<file path="config.mk">
export PLATFORM = sky130hd
export DESIGN_NAME = switch_key_debounce
export DESIGN_NICKNAME = d
export VERILOG_FILES = /design/src/rtl/switch_key_debounce_pkg.sv /design/src/rtl/switch_key_debounce_bit.sv /design/src/rtl/switch_key_debounce.sv
export SDC_FILE = /design/constraint.sdc
export NUM_CORES = 1
export LEC_CHECK = 0
export CELL_PAD_IN_SITES_DETAIL_PLACEMENT = 0
export CELL_PAD_IN_SITES_GLOBAL_PLACEMENT = 1
export CORE_MARGIN = 3
export CORE_UTILIZATION = 55
export CTS_BUF_LIST = sky130_fd_sc_hd__clkbuf_4 sky130_fd_sc_hd__clkbuf_8
export DETAILED_ROUTE_END_ITERATION = 7
export PLACE_DENSITY_LB_ADDON = 0.1
export SLEW_MARGIN = 20
export SYNTH_ARGS = -nofsm -noshare
export SYNTH_HDL_FRONTEND = slang
export SYNTH_SLANG_ARGS = --single-unit
</file>
<file path="constraint.sdc">
create_clock -name clk -period 17.73 [get_ports clk]
set_input_delay 4.4325 -clock clk [delete_from_list [all_inputs] [get_ports clk]]
set_output_delay 4.4325 -clock clk [all_outputs]
set_load 0.005 [all_outputs]
</file>
<file path="src/rtl/switch_key_debounce_pkg.sv">
// Shared constants for the switch/key input path. The idle levels here are
// also the reset readdata of the downstream switch/key peripheral, so both
// sides take them from this package instead of repeating literals.
package switch_key_debounce_pkg;

   // Push-buttons are active-low: released reads as 1.
   localparam logic [3:0] KEY_IDLE = 4'hf;

   // Slide switches idle in the off position.
   localparam logic [3:0] SW_IDLE = 4'h0;

   // 10 ms of required stability at a 50 MHz clk.
   localparam int DEFAULT_DEBOUNCE_CYCLES = 500000;

   // Number of conditioned pad inputs: {switches, keys}.
   localparam int NUM_INPUTS = 8;

endpackage

</file>
<file path="src/rtl/switch_key_debounce_bit.sv">
// One debounced input: two-flop synchronizer followed by a stability
// counter. The level only moves after the synchronized input has disagreed
// with it for DEBOUNCE_CYCLES consecutive edges; any single cycle of
// agreement throws the accumulated count away.
//
// update is high during the cycle whose closing edge moves level, so a
// registered copy of it lines up with the new level.
module debounce_bit #(
   parameter int   DEBOUNCE_CYCLES = 1,
   parameter int   CNT_WIDTH       = $clog2(DEBOUNCE_CYCLES + 1),
   parameter logic IDLE            = 1'b0
) (
   input  logic clk,
   input  logic reset,
   input  logic raw,
   output logic level,
   output logic update
);

   localparam logic [CNT_WIDTH-1:0] CNT_LAST = CNT_WIDTH'(DEBOUNCE_CYCLES - 1);

   logic                 s1;
   logic                 s2;
   logic [CNT_WIDTH-1:0] cnt;

   // Synchronizer; starts at idle so reset release never looks like a change.
   always_ff @(posedge clk or posedge reset) begin
      if (reset) begin
         s1 <= IDLE;
         s2 <= IDLE;
      end else begin
         s1 <= raw;
         s2 <= s1;
      end
   end

   assign update = (s2 != level) && (cnt == CNT_LAST);

   // Stability counter and output level; count never passes CNT_LAST.
   always_ff @(posedge clk or posedge reset) begin
      if (reset) begin
         level <= IDLE;
         cnt   <= '0;
      end else if (s2 == level) begin
         cnt <= '0;
      end else if (update) begin
         level <= s2;
         cnt   <= '0;
      end else begin
         cnt <= cnt + 1'b1;
      end
   end

endmodule

</file>
<file path="src/rtl/switch_key_debounce.sv">
// Input conditioning for the board's four push-buttons and four slide
// switches. Each pad is synchronized and debounced independently; changed
// pulses for one cycle after any edge on which at least one debounced level
// moved, so the peripheral sees a single event per press or flip even when
// several bits settle together. All outputs come straight from flops.
module switch_key_debounce
   import switch_key_debounce_pkg::*;
#(
   parameter int DEBOUNCE_CYCLES = DEFAULT_DEBOUNCE_CYCLES,
   parameter int CNT_WIDTH       = $clog2(DEBOUNCE_CYCLES + 1)
) (
   input  logic       clk,
   input  logic       reset,
   input  logic [3:0] keys_raw,
   input  logic [3:0] switches_raw,
   output logic [3:0] keys,
   output logic [3:0] switches,
   output logic       changed
);

   localparam logic [NUM_INPUTS-1:0] IDLE_ALL = {SW_IDLE, KEY_IDLE};

   logic [NUM_INPUTS-1:0] raw_all;
   logic [NUM_INPUTS-1:0] level_all;
   logic [NUM_INPUTS-1:0] update_all;

   assign raw_all = {switches_raw, keys_raw};

   for (genvar i = 0; i < NUM_INPUTS; i++) begin : g_bit
      debounce_bit #(
         .DEBOUNCE_CYCLES (DEBOUNCE_CYCLES),
         .CNT_WIDTH       (CNT_WIDTH),
         .IDLE            (IDLE_ALL[i])
      ) u_bit (
         .clk    (clk),
         .reset  (reset),
         .raw    (raw_all[i]),
         .level  (level_all[i]),
         .update (update_all[i])
      );
   end

   assign keys     = level_all[3:0];
   assign switches = level_all[7:4];

   // One strobe per update edge, however many bits moved on it.
   always_ff @(posedge clk or posedge reset) begin
      if (reset) begin
         changed <= 1'b0;
      end else begin
         changed <= |update_all;
      end
   end

endmodule

</file>
==> metrics.yaml, run 1 <==
period_minus_slack_ns: 5.95
p_leak_nw: 3.82
place_congestion: 0.784
power_density_mw_per_mm2: 79.7
status: "finished clean"
rsz0062_at_grt: "false"
clk_pin_slew_ns: 0.10
grt_util_all_layers_pct: 19.4
pwr-share-seq_pct: 58.0
wl_um: 14400
maxCapViolations: 0
die_h_um: 129
cts_root_buf: "clkbuf_8"
ys_seq_elements: 177
synth_fa_ha_area_share_pct: 1.20
synthArstFlopShare_pct: 100
syn_inst: 818
synthMuxAreaShare_pct: 1.08
required_ns: 13.30
finalNonFillerCells: 1030
ys_seq_area_share_pct: 53.4
end_kind: "output pin"
synth_xor_area_share_pct: 15.1
reg2reg_slack_ns: 15.39
sw_frac_of_total_pct: 23.6
final_cell_mix: "191 x nor2_1, 165 x dfrtp_1, 85 x xor2_1"
dr.pass1.iters: 4
grt_pass1_wl_um: 26300
num_rows: 44
slew_headroom_pct: 36.2
grt_max_degree: 110
setup_violations: 0
fin_tns_setup_ns: 0
max_freq_mhz: 168
hold_viol_final: 0
synth_top_family_by_area: "simple AND/OR/NAND/NOR gates"
min_period_over_period_pct: 33.5
final_common_cell: "nor2_1"
cts_resized: 0
combinationalPowerShare_pct: 3.5
hold_path.class: "reg2reg"
gr-total-overflow: 0
fin_worst_skew_ns: 0.0122
crit_cells: 1
pin_count: 19
core-area_sq_mm: 0.0146
drt-met1-wl_um: 6850
dp.cells: 998
critPathArrivalTime_ns: 1.51
avgRoutedWirePerCell_um: 14.0
power_switching_uw: 169
worstRegToRegCells: 6
max_stage_delay_ns: 0.56
die-area_sq_mm: 0.0166
vias: 5606
path_buf_inv: 1
setup_ws_ns: 11.78
cts_buffer_depth: 2
synthToLayoutAreaGrowth_pct: 8.09
port-buffer-count: 18
synth_compound_area_share_pct: 0.707
cp_top_family: "flip-flops"
dr.first_iter.drc_count: 275
peakVddDrop_uv: 86.4
crit_path_cell_trace: "clkdlybuf4s50_1"
power.internal_uw: 548
cts_tree: "yes"
worstSetupStartpointType: "register"
initial_core_util_pct: 56.8
dp_hpwl_um: 9650
postRouteAntennaNets: 0
holdWs_ns: 0.357
grt_pass1_vias: 5770
crit_fanout: 3
synth_simple_gate_area_share_pct: 25.9
hold_buffers: 0
avgSynthCellArea_sq_um: 10.2
path_class: "reg2out"
slew_viol_final: 0
cts_inserted_buffers: 17
tightest_slew_ns: 0.958
dr.max_layer_used: "met4"
synth_edf_count: 0
clock-sinks: 177
drc: 0
htreeDepth: 4
antenna_found_initial: 0
num_antenna_cells: 0
clock_latency_ns: 0.46
dr_wl_met2_um: 7000
place_ws_ns: 11.14
die_w_um: 129
fin_nets: 851
post_cts_buffers: 0
slowest_stage: "dfstp_2"
wl_met3_um: 414
netlist_area_sq_mm: 0.00832
drive_gt1_share_pct: 7.92
syn_nets: 836
fillers: 1229
worstHoldPathCells: 0
synthDistinctLibCells: 40
yosys_most_used_dff: "dfrtp_1"
detail_route.vias_per_cell: 5.44
clkPwrFrac_pct: 38.5
yosys_warnings: 0
[synthesized netlist by cell type (2+ instances only)]
| cell | instances | share of area (%) |
|---|---|---|
| and2_1 | 4 | 0.30 |
| and3_1 | 22 | 1.7 |
| and4_1 | 8 | 0.84 |
| buf_2 | 3 | 0.18 |
| buf_4 | 13 | 1.2 |
| clkbuf_1 | 6 | 0.27 |
| dfrtp_1 | 165 | 50 |
| dfstp_2 | 12 | 3.8 |
| ha_1 | 8 | 1.2 |
| inv_1 | 18 | 0.81 |
| mux2_2 | 8 | 1.1 |
| nand2_1 | 37 | 1.7 |
| nand2b_1 | 3 | 0.23 |
| nand3_1 | 68 | 4.1 |
| nand3b_1 | 3 | 0.27 |
| nand4_1 | 35 | 2.6 |
| nand4b_1 | 5 | 0.53 |
| nor2_1 | 191 | 8.6 |
| nor2b_1 | 3 | 0.23 |
| nor3_1 | 13 | 0.78 |
| nor3b_1 | 3 | 0.27 |
| nor4_1 | 10 | 0.75 |
| nor4b_1 | 4 | 0.42 |
| o21ai_4 | 2 | 0.39 |
| or2_2 | 5 | 0.38 |
| or3_1 | 3 | 0.23 |
| or4_1 | 7 | 0.63 |
| or4b_1 | 6 | 0.72 |
| xnor2_1 | 58 | 6.1 |
| xor2_1 | 85 | 9.0 |
[routing by layer]
metal	vias up	GRT usage [%]
li1	2776	-
met4	0	5.99
met2	61	32.1
met1	2756	25.4
met5	-	0
met3	13	4.73
[power groups by stage]
stage	logic [mW]	registers [mW]	clock network, mW
3_3_place_gp	0.0254	0.423	0
4_1_cts	0.0265	0.416	0.285
5_1_grt	0.0296	0.417	0.302
3_5_place_dp	0.0262	0.424	0
2_1_floorplan	0.0200	0.422	0
6_report	0.0252	0.416	0.276
[cells by family (layout without fill, tap and decap cells)]
kind of cell    count (synthesis)  in the layout
compound gates                  5              5
fa+ha+maj                       8              8
flops                         177            177
simple gates                  435            435
mux                             8              8
xor+xnor                      143            143
buf+inv                        42             70
[area by class of cell]
cell class / count / area, sq um / share of cell area, %
multi-input cells: 599 / 3660 / 40.7
well taps: 184 / 230 / 2.56
clock buffers: 19 / 255 / 2.84
flip-flops and latches: 177 / 4440 / 49.4
inverters: 18 / 72.6 / 0.807
clock inverters: 13 / 138 / 1.53
repair buffers: 20 / 195 / 2.17
[worst paths after layout]
path	start	to
max	g_bit[0].u_bit.level	keys[0]
min	g_bit[5].u_bit.s1	g_bit[5].u_bit.s2
max reg2reg	g_bit[6].u_bit.cnt[0]	changed
min reg2reg	g_bit[5].u_bit.s1	g_bit[5].u_bit.s2
max in group asynchronous	reset	g_bit[4].u_bit.cnt[2]
min in group asynchronous	reset	g_bit[0].u_bit.cnt[8]
[per-stage QoR]
stage / cell area, sq um / power [mW] / utilization [%]
after floorplan: 8320 / 0.442 / -
after global placement: 8600 / 0.449 / 58.7
after detailed placement: 8600 / 0.450 / 58.7
after CTS: 8990 / 0.727 / 61.4
after global routing: 8990 / 0.749 / 61.4
final: 8990 / 0.717 / 61.4
[registers in the layout, summed over array words and instances (netlist names)]
signal and cells:
g_bit.u_bit.s1 8, g_bit.u_bit.s2 8, g_bit.u_bit.cnt 152, g_bit.u_bit.level 8
changed 1
No activity file was read; power rests on OpenSTA's default activity.
==> run 2: changes to the inputs <==
--- a/config.mk
+++ b/config.mk
@@ -8,7 +8,7 @@
 export CELL_PAD_IN_SITES_DETAIL_PLACEMENT = 0
 export CELL_PAD_IN_SITES_GLOBAL_PLACEMENT = 1
 export CORE_MARGIN = 3
-export CORE_UTILIZATION = 55
+export CORE_UTILIZATION = 51
 export CTS_BUF_LIST = sky130_fd_sc_hd__clkbuf_4 sky130_fd_sc_hd__clkbuf_8
 export DETAILED_ROUTE_END_ITERATION = 7
 export PLACE_DENSITY_LB_ADDON = 0.1
==> constraint.sdc (replaced) <==
create_clock -name clk -period 5.9 [get_ports clk]
set_input_delay 1.475 -clock clk [delete_from_list [all_inputs] [get_ports clk]]
set_output_delay 1.475 -clock clk [all_outputs]
set_load 0.005 [all_outputs]
==> metrics.yaml, run 2 (synthesis results as in run 1) <==
status: "finished clean"
slowest_stage: "dfstp_2"
crit_fanout: 3
post_cts_buffers: 0
power_density_mw_per_mm2: 239
die_h_um: 134
maxCapViolations: 0
cts_buffer_depth: 2
synthToLayoutAreaGrowth_pct: 8.83
pin_count: 19
htreeDepth: 4
core-area_sq_mm: 0.0159
num_antenna_cells: 0
peakVddDrop_uv: 185
hold_path.class: "reg2reg"
postRouteAntennaNets: 0
cts_tree: "yes"
die-area_sq_mm: 0.0179
holdWs_ns: 0.357
r2r-start: "g_bit[6].u_bit.cnt[0]"
antenna_found_initial: 0
critPathArrivalTime_ns: 1.50
detail_route.vias_per_cell: 5.21
fin_worst_skew_ns: 0.0152
slew_viol_final: 0
rsz0062_at_grt: "false"
initial_core_util_pct: 52.2
avgRoutedWirePerCell_um: 13.6
port-buffer-count: 18
path_buf_inv: 1
final_common_cell: "nor2_1"
min_period_over_period_pct: 50.5
place_ws_ns: 3.09
wl_um: 14400
cts_root_buf: "clkbuf_8"
worstRegToRegCells: 6
top_register: "g_bit.u_bit.cnt"
power.internal_mw: 1.65
reg2reg_slack_ns: 3.52
hold_buffers: 0
setup_violations: 0
drc: 0
gr-total-overflow: 0
grt_util_all_layers_pct: 17.0
cts_inserted_buffers: 17
clock_latency_ns: 0.45
largest_reg_flops: 152
cts_resized: 0
dr.pass1.iters: 5
hold_viol_final: 0
combinationalPowerShare_pct: 3.5
final_cell_mix: "191 x nor2_1, 165 x dfrtp_1, 85 x xor2_1"
place_congestion: 0.792
tightest_slew_ns: 0.951
dr.first_iter.drc_count: 202
slew_headroom_pct: 36.6
clock-sinks: 177
clk_pin_slew_ns: 0.09
grt_pass1_wl_um: 25200
dp_hpwl_um: 9520
crit_path_cell_trace: "clkdlybuf4s50_1"
pwr-share-seq_pct: 57.8
max_stage_delay_ns: 0.56
drive_gt1_share_pct: 7.92
clkPwrFrac_pct: 38.7
final_core_util_pct: 56.8
grt_max_degree: 178
sw_frac_of_total_pct: 23.7
p_leak_nw: 3.83
end_kind: "output pin"
cp_top_family: "flip-flops"
period_minus_slack_ns: 2.98
required_ns: 4.43
num_rows: 46
max_freq_mhz: 336
min_to: "g_bit[4].u_bit.s2"
min_from: "g_bit[4].u_bit.s1"
fin_tns_setup_ns: 0
worstHoldPathCells: 0
die_w_um: 134
power_switching_uw: 512
crit_cells: 1
setup_ws_ns: 2.92
r2r_end: "changed"
path_class: "reg2out"
vias: 5529
grt_pass1_vias: 5565
fin_nets: 851
worstSetupStartpointType: "register"
p_total_mw: 2.16
run 2: power groups by stage:
stage / registers (mW) / clock network, mW / logic [mW]
2_1_floorplan: 1.27 / 0 / 0.0604
3_3_place_gp: 1.27 / 0 / 0.0773
3_5_place_dp: 1.27 / 0 / 0.0796
4_1_cts: 1.25 / 0.870 / 0.0800
5_1_grt: 1.25 / 0.917 / 0.0903
6_report: 1.25 / 0.836 / 0.0765
run 2: routing by layer:
| metal | vias up | GRT usage [%] | share of wire (%) |
|---|---|---|---|
| li1 | 2774 | - | - |
| met1 | 2701 | 21.9 | 48 |
| met2 | 40 | 28.3 | 49 |
| met3 | 14 | 3.85 | 2.2 |
| met4 | 0 | 6.23 | 1.3 |
| met5 | - | 0 | 0 |
run 2: worst max-delay path by stage:
stage / start / to / slack [ns]
finish: g_bit[1].u_bit.level / keys[1] / 2.92
global route: g_bit[3].u_bit.level / keys[3] / 2.85
CTS: g_bit[1].u_bit.level / keys[1] / 2.88
detailed placement: reset / g_bit[4].u_bit.cnt[14] / 3.09
global placement: reset / g_bit[4].u_bit.s1 / 3.11
floorplan: reset / changed / 2.17
run 2: through the flow:
stage	instance area (sq um)	instances
2_1_floorplan	8320	818
3_3_place_gp	8650	1030
3_5_place_dp	8650	1030
4_1_cts	9050	1062
5_1_grt	9050	1062
6_report	9050	1062
run 2: area by class of cell:
type                       instances  area (sq um)
fill                            1381          6890
sequential                       177          4440
inverter                          18          71.3
multi-input combinational        599          3660
clock buffer                      18           248
timing repair buffer              20           208
tap                              216           270
clock inverter                    14           155
